### config.mk
export PLATFORM = sky130hd
export DESIGN_NAME = memsync_xfer_ctrl
export DESIGN_NICKNAME = d
export VERILOG_FILES = /design/src/rtl/memsync_xfer_ctrl.sv
export SDC_FILE = /design/constraint.sdc
export NUM_CORES = 1
export LEC_CHECK = 0
export ABC_CLOCK_PERIOD_IN_PS = 2150
export BUFFER_PORTS_ARGS = -buffer_cell sky130_fd_sc_hd__buf_4
export CAP_MARGIN = 20
export CORE_ASPECT_RATIO = 2
export CORE_MARGIN = 2
export CORE_UTILIZATION = 40
export DETAILED_ROUTE_END_ITERATION = 10
export PLACE_DENSITY = 0.74
export SLEW_MARGIN = 25
export SYNTH_ARGS = -nofsm -noshare
export SYNTH_HDL_FRONTEND = slang
export SYNTH_SLANG_ARGS = --single-unit
### constraint.sdc
create_clock -name clk -period 2.15 [get_ports clk]
set_input_delay 0.1075 -clock clk [delete_from_list [all_inputs] [get_ports clk]]
set_output_delay 0.1075 -clock clk [all_outputs]
set_load 0.02 [all_outputs]
### src/rtl/memsync_xfer_ctrl.sv
// Row-copy sequencer for the MEMSync WriteBack/Allocate states: issues one column command per
// column of a row over valid/ready, tracks completions, and pulses sync once the row has settled.
module memsync_xfer_ctrl #(
  parameter int CHWIDTH   = 6,
  parameter int ADDRWIDTH = 17,
  parameter int COLWIDTH  = 5,
  parameter int MAXOUT    = 4
) (
  input  logic                 clk,
  input  logic                 rst,
  input  logic                 wb_req,
  input  logic                 al_req,
  input  logic [CHWIDTH-1:0]   req_crow,
  input  logic [ADDRWIDTH-1:0] wb_row,
  input  logic [ADDRWIDTH-1:0] al_row,
  output logic                 cmd_valid,
  input  logic                 cmd_ready,
  output logic                 cmd_dir,
  output logic [ADDRWIDTH-1:0] cmd_row,
  output logic [CHWIDTH-1:0]   cmd_crow,
  output logic [COLWIDTH-1:0]  cmd_col,
  input  logic                 cpl_valid,
  output logic                 sync,
  output logic                 busy,
  output logic [1:0]           err
);

  localparam int OW = $clog2(MAXOUT + 1);
  localparam logic [OW-1:0] MAXOUT_C = OW'(MAXOUT);

  typedef enum logic [2:0] {
    S_IDLE  = 3'd0,
    S_ISSUE = 3'd1,
    S_DRAIN = 3'd2,
    S_SYNC  = 3'd3,
    S_HOLD  = 3'd4
  } state_t;

  state_t                 state_q, state_d;
  logic                   dir_q, dir_d;
  logic [CHWIDTH-1:0]     crow_q, crow_d;
  logic [ADDRWIDTH-1:0]   row_q, row_d;
  logic [COLWIDTH-1:0]    col_q, col_d;
  logic [OW-1:0]          outst_q, outst_d;
  logic                   aborted_q, aborted_d;
  logic [1:0]             err_q, err_d;

  logic accept;
  logic cpl_ok;
  logic req_active;
  logic start_dir;

  assign cmd_valid  = (state_q == S_ISSUE) && (outst_q < MAXOUT_C);
  assign accept     = cmd_valid & cmd_ready;
  assign cpl_ok     = cpl_valid && (outst_q != '0);
  assign req_active = dir_q ? al_req : wb_req;
  assign start_dir  = al_req & ~wb_req;

  assign cmd_dir  = dir_q;
  assign cmd_row  = row_q;
  assign cmd_crow = crow_q;
  assign cmd_col  = col_q;
  assign sync     = (state_q == S_SYNC);
  assign busy     = (state_q != S_IDLE);
  assign err      = err_q;

  always_comb begin
    state_d   = state_q;
    dir_d     = dir_q;
    crow_d    = crow_q;
    row_d     = row_q;
    col_d     = col_q;
    aborted_d = aborted_q;
    err_d     = err_q;
    outst_d   = outst_q;

    // A completion with nothing outstanding is dropped and flagged rather than underflowing.
    case ({accept, cpl_ok})
      2'b10:   outst_d = outst_q + OW'(1);
      2'b01:   outst_d = outst_q - OW'(1);
      default: outst_d = outst_q;
    endcase
    if (cpl_valid && (outst_q == '0)) begin
      err_d[0] = 1'b1;
    end

    case (state_q)
      S_IDLE: begin
        if (wb_req || al_req) begin
          dir_d     = start_dir;
          crow_d    = req_crow;
          row_d     = start_dir ? al_row : wb_row;
          col_d     = '0;
          aborted_d = 1'b0;
          state_d   = S_ISSUE;
        end
      end
      S_ISSUE: begin
        if (accept) begin
          col_d = col_q + COLWIDTH'(1);
        end
        if (!req_active) begin
          aborted_d = 1'b1;
          err_d[1]  = 1'b1;
          state_d   = S_DRAIN;
        end else if (accept && (&col_q)) begin
          state_d = S_DRAIN;
        end
      end
      S_DRAIN: begin
        // An aborted copy still waits for its in-flight completions, but leaves without sync.
        if (!aborted_q && !req_active) begin
          aborted_d = 1'b1;
          err_d[1]  = 1'b1;
        end
        if (outst_q == '0) begin
          state_d = (aborted_q || !req_active) ? S_IDLE : S_SYNC;
        end
      end
      S_SYNC:  state_d = S_HOLD;
      S_HOLD:  state_d = S_IDLE;
      default: state_d = S_IDLE;
    endcase
  end

  always_ff @(posedge clk) begin
    if (!rst) begin
      state_q   <= S_IDLE;
      dir_q     <= 1'b0;
      crow_q    <= '0;
      row_q     <= '0;
      col_q     <= '0;
      outst_q   <= '0;
      aborted_q <= 1'b0;
      err_q     <= 2'b00;
    end else begin
      state_q   <= state_d;
      dir_q     <= dir_d;
      crow_q    <= crow_d;
      row_q     <= row_d;
      col_q     <= col_d;
      outst_q   <= outst_d;
      aborted_q <= aborted_d;
      err_q     <= err_d;
    end
  end

endmodule

==> qor.yml, run 1 <==
logic_synthesis:
  yosys.area.top_type_share: 0.414
  syn_inst: 193
  synth_nets: 243
  yosys-top-cells-area: "dfxtp_1 41%, a211oi_2 12%, mux2i_1 9.8%, nor2_1 5.5%, a21oi_1 4.4%"
  synth.ff_latch_count: 38
  yosys_warnings: 0
  syn_area_per_cell_um2: 9.52
  netlist-cell-type-count: 39
  ys_seq_area_frac: 0.414
  synth_top_area_cell: "dfxtp_1"
  syn-cell-area_um2: 1840
timing:
  fin_crit_sh: 0.932
  worst-slew-pin-transition_ns: 0.462
  drv_slew: 0
  setup_viol: 0
  fmax_mhz: 499
  hold_viol_final: 0
  skew_ns: 0.00438
  tns_ns: 0
  rsz0062_at_grt: "false"
  period_needed_ns: 2.00
  slew_headroom: 0.692
  hold_ws_ns: 0.0396
worst_setup_path:
  worst_setup_path_end_kind: "flip-flop"
  critPathLaunchType: "flip-flop"
  critPathKind: "flip-flop to flip-flop"
  critPathMaxFanout: 6
  arrival_ns: 2.22
  critPathRequiredTime_ns: 2.36
clock_network:
  htreeDepth: 2
  cts-root-buf: "clkbuf_8"
  cts_buffers: 5
  worst_skew_pair.late_latency_ns: 0.29
  cts_buffer_depth: 2
  cts-resized-gates: 0
  cts_tree: "built"
  ctsHoldBuffers: 0
  cts.reportedPaths.clkPinSlew_ns: 0.07
  postCtsSetupBuffers: 0
  clock_sinks: 38
route:
  drtIter0Drc: 17
  first_pass_iters: 5
  drt-total-wl_um: 4240
  drc: 0
  avgRoutedWirePerCell_um: 13.0
  antenna_left: 0
  viasPerCell: 5.13
  vias: 1673
final_layout:
  num-fill-cells: 402
  fin_util: 0.580
  stdcell_area_um2: 2540
  final_cell_mix: "82 x buf_4, 38 x dfxtp_1, 27 x nor2_1"
  nets: 322
  final_common_cell: "buf_4"
  drive_gt1_frac: 0.419
  area_growth_pct: 38.2
  insertedDiodeCount: 0
run_status:
  outcome: "complete, no violations"
placement:
  gp_congestion: 0.898
  hpwl_um: 3280
  dpl_cell_area_um2: 2460
  io_buffers: 79
die:
  die_y_um: 99.9
  dieArea_um2: 5190
  core_um2: 4380
  fp.dieW_um: 51.9
  pin_count: 80
  start_util: 0.419
  fp-row-count: 34
global_routing:
  track_usage: 0.166
  grt_max_degree: 41
  grt_pass1_wl_um: 6590
  grt_pass1_vias: 1554
  grt_overflow_total: 0
  antenna_found_initial: 0
pwr:
  ir_worst_vdd_mv: 0.566
  p_per_area_nw_per_um2: 1070
  power_leakage_nw: 1.10
  finalPower_w: 0.00272
hold_path:
  hp-class: "input port to flip-flop"
run:
  maxCapViolCount: 0
[metal layers]
| layer | up-vias | global-route usage | part of all wire |
|---|---|---|---|
| met5 | - | 0 | 0 |
| met4 | 0 | 0.117 | 0.042 |
| met3 | 15 | 0.0402 | 0.081 |
| met2 | 66 | 0.292 | 0.51 |
| met1 | 759 | 0.161 | 0.37 |
| li1 | 833 | - | - |
[worst max-delay path, cell delays in order (launching register included)]
cell,delay [ns]
dfxtp_1,0.47
nor3b_2,0.12
nand2_1,0.11
ha_1,0.19
inv_1,0.06
fa_1,0.38
xor2_1,0.16
or3_1,0.31
a21oi_1,0.14
[cell families (layout without fill, tap and decap cells)]
family / count (synthesis) / in the layout / share of synthesized area
buffers and inverters: 18 / 97 / 0.0592
flip-flops: 38 / 38 / 0.414
adder cells (fa/ha/maj): 4 / 4 / 0.0313
AO/OA/AOI/OAI: 43 / 43 / 0.202
AND/OR/NAND/NOR: 69 / 69 / 0.180
multiplexers: 19 / 19 / 0.104
XOR/XNOR: 2 / 2 / 0.00953
[cell type report]
class,instances,area (um^2),area share
flip-flops and latches,38,761,0.300
inverters,7,26.3,0.0103
repair buffers,83,636,0.250
clock inverters,2,10.0,0.00394
multi-input cells,137,971,0.382
clock buffers,5,68.8,0.0271
well taps,54,67.6,0.0266
[sequential cells by signal, summed over array words and instances (netlist names)]
signal and flops:
cmd_col 5, outst_q 3, cmd_crow 6, state_q 3
err 2, cmd_row 17, cmd_dir 1, aborted_q 1
[path summary, 6_finish.rpt]
| check | start | cells past startpoint | slack, ns | end |
|---|---|---|---|---|
| worst max-delay path | state_q[1] | 8 | 0.15 | outst_q[2] |
| worst min-delay path | wb_req | 2 | 0.04 | cmd_dir |
| worst max register to register | state_q[1] | 8 | 0.15 | outst_q[2] |
| worst min register to register | err[1] | 2 | 0.45 | err[1] |
[cells in the mapped netlist]
cell type and count:
dfxtp_1 38, nor2_1 27, nand2_1 20, mux2i_1 18, a211oi_2 17, a21oi_1 16
inv_1 6, buf_4 4, buf_6 3, clkbuf_1 3, ha_1 3, nor2b_1 3
nor3_1 3, a211oi_1 2, nand3b_1 2, nand4_1 2, o21ai_0 2, or3_1 2
xor2_1 2, a22oi_1 1, a31oi_1 1, and2_1 1, and3_1 1, clkbuf_4 1
clkinv_1 1, fa_1 1, mux2_2 1, nand2b_1 1, nand3_1 1, nor3_4 1
nor3b_2 1, nor4_1 1, o221a_2 1, o311a_1 1, o32a_1 1, o41ai_1 1
or2_0 1, or2_2 1, or3b_2 1
[report_power, final]
part / internal, W / switching [W]
combinational: 0.000554 / 0.000738
sequential: 0.000873 / 0.000100
clock: 0.000217 / 0.000237
[stage by stage]
step / worst slack, ns / instances
floorplan: 0.194 / 193
global placement: 0.235 / 319
global route: 0.0388 / 326
detailed placement: 0.145 / 319
CTS: 0.131 / 326
finish: 0.146 / 326
Note: power is estimated with default switching activity, not from simulation.
==> inputs of run 2 (changes only) <==
PLACE_DENSITY = 0.69   (was 0.74)
==> run 2 against run 1 <==
Against the previous run: worst setup slack improved by 0.031 ns; largest cell class unchanged; sequential share of layout area decreased by 0.75 points; final cell count increased by 0.31%; register-to-register slack improved by 0.03 ns; hold slack got worse by 0.015 ns; via count increased by 0.12%; non-clock buffer count unchanged; wire length increased by 2.9%; maximum frequency increased by 1.6%; clock skew increased by 0.0031 ns.
==> qor.yml, run 2 (synthesized netlist as in run 1, its figures left out) <==
run_status:
  outcome: "complete, no violations"  # unchanged
pwr:
  p_per_area_nw_per_um2: 1160  # was 1070 nW/um^2
  power_leakage_nw: 1.13  # was 1.10 nW
  ir_worst_vdd_mv: 0.776  # was 0.566 mV
timing:
  hold_viol_final: 0  # unchanged
  rsz0062_at_grt: "false"  # unchanged
  worst-slew-pin-transition_ns: 0.463  # was 0.462 ns
  period_needed_ns: 1.97  # was 2.00 ns
  setup_viol: 0  # unchanged
  slew_headroom: 0.691  # was 0.692
  tns_ns: 0  # unchanged
  skew_ns: 0.00749  # was 0.00438 ns
  timing.final.ws_setup_ns: 0.177  # was 0.146 ns
  fin_crit_sh: 0.918  # was 0.932
  fmax_mhz: 507  # was 499 MHz
  drv_slew: 0  # unchanged
global_routing:
  grt_overflow_total: 0  # unchanged
  grt_pass1_wl_um: 7190  # was 6590 um
  grt_max_degree: 41  # unchanged
  grt_pass1_vias: 1596  # was 1554
  antenna_found_initial: 0  # unchanged
  track_usage: 0.180  # was 0.166
route:
  drtIter0Drc: 14  # was 17
  viasPerCell: 5.12  # was 5.13
  drc: 0  # unchanged
  antenna_left: 0  # unchanged
  avgRoutedWirePerCell_um: 13.3  # was 13.0 um
  vias: 1675  # was 1673
  drt-total-wl_um: 4360  # was 4240 um
  first_pass_iters: 4  # was 5
worst_setup_path:
  crit_path_end: "outst_q[2]"  # unchanged
  arrival_ns: 2.20  # was 2.22 ns
  r2r-start: "state_q[1]"  # unchanged
  critPathRequiredTime_ns: 2.38  # was 2.36 ns
  critPathKind: "flip-flop to flip-flop"  # unchanged
  critPathTopFamily: "adder cells"  # unchanged
  worst_setup_path_end_kind: "flip-flop"  # unchanged
  critPathMaxFanout: 6  # unchanged
  critPathLaunchType: "flip-flop"  # unchanged
  cp_cell_sequence: "nor3b_2 -> nand2_1 -> ha_1 -> inv_1 -> fa_1 -> xor2_1 -> or3_1 -> a21oi_1"  # unchanged
  crit_path_start: "state_q[1]"  # unchanged
  r2r_setup_slack_ns: 0.18  # was 0.15 ns
  r2r-end: "outst_q[2]"  # unchanged
  reg2regPathDepth: 8  # unchanged
  cp_num_buf_inv: 1  # unchanged
  critical-path-slowest-cell: "dfxtp_1"  # unchanged
  cp.depth: 8  # unchanged
  crit_path_max_incr_delay_ns: 0.48  # was 0.47 ns
clock_network:
  cts-root-buf: "clkbuf_8"  # unchanged
  cts_buffer_depth: 2  # unchanged
  cts_buffers: 5  # unchanged
  cts_tree: "built"  # unchanged
  worst_skew_pair.late_latency_ns: 0.29  # about the same
  cts-resized-gates: 0  # unchanged
  ctsHoldBuffers: 0  # unchanged
  cts.reportedPaths.clkPinSlew_ns: 0.08  # was 0.07 ns
  postCtsSetupBuffers: 0  # unchanged
  clock_sinks: 38  # unchanged
  htreeDepth: 2  # unchanged
die:
  core_um2: 4380  # unchanged
  die_y_um: 99.9  # unchanged
  dieArea_um2: 5190  # unchanged
  start_util: 0.419  # unchanged
  fp-row-count: 34  # unchanged
  fp.dieW_um: 51.9  # unchanged
  pin_count: 80  # unchanged
placement:
  hpwl_um: 3360  # was 3280 um
  gp_congestion: 0.769  # was 0.898
  dpl_worst_slack_ns: 0.177  # was 0.145 ns
  io_buffers: 79  # unchanged
hold_path:
  hp-class: "input port to flip-flop"  # unchanged
final_layout:
  nets: 322  # unchanged
  final_cell_mix: "82 x buf_4, 38 x dfxtp_1, 27 x nor2_1"  # unchanged
  final_common_cell: "buf_4"  # unchanged
  largest_reg_flops: 17  # unchanged
  area_growth_pct: 41.7  # was 38.2%
  num-fill-cells: 408  # was 402
  drive_gt1_frac: 0.425  # was 0.419
  insertedDiodeCount: 0  # unchanged
run:
  maxCapViolCount: 0  # unchanged
run 2: stage by stage:
stage | total power [W] | cells | util | hold slack, ns | area [um^2]
2_1_floorplan | 0.00189 | 193 | - | 0.204 | 1840
3_3_place_gp | 0.00227 | 319 | 0.562 | 0.327 | 2460
3_5_place_dp | 0.00230 | 319 | 0.562 | 0.335 | 2460
4_1_cts | 0.00306 | 327 | 0.595 | 0.0184 | 2610
5_1_grt | 0.00323 | 327 | 0.595 | 0.0244 | 2610
6_report | 0.00302 | 327 | 0.595 | 0.0243 | 2610
run 2: area by class of cell:
cell class	count	area, um^2	area share
timing repair buffer	83	636	0.244
tap	54	67.6	0.0259
clock buffer	6	82.6	0.0317
multi-input combinational	137	972	0.373
sequential	38	761	0.292
clock inverter	2	60.1	0.0231
inverter	7	26.3	0.0101
run 2: how the worst min path moves through the flow:
stage | cells after the start | start | end | slack [ns]
final | 2 | wb_req | cmd_dir | 0.02
after global placement | 2 | wb_req | cmd_dir | 0.33
after global routing | 2 | wb_req | cmd_dir | 0.02
after CTS | 2 | wb_req | cmd_dir | 0.02
after floorplan | 1 | wb_req | cmd_dir | 0.20
after detailed placement | 2 | wb_req | cmd_dir | 0.34
run 2: report_power, final:
part,switching [W],internal [W]
registers,0.0000982,0.000873
logic,0.000738,0.000557
clock network,0.000259,0.000495
total,0.00110,0.00192
run 2: routing by layer:
layer	vias to the layer above	track usage	part of all wire
met1	761	0.185	0.35
met2	69	0.326	0.55
li1	837	-	-
met4	0	0.0749	0.020
met3	8	0.0491	0.083
met5	-	0	0
run 2: worst reg2reg max path, delay by kind of cell (launching register included):
kind	cells	cell delay, ns
compound gates	1	0.13
xor+xnor	1	0.16
fa+ha+maj	2	0.56
buf+inv	1	0.06
flops	1	0.48
simple gates	3	0.53
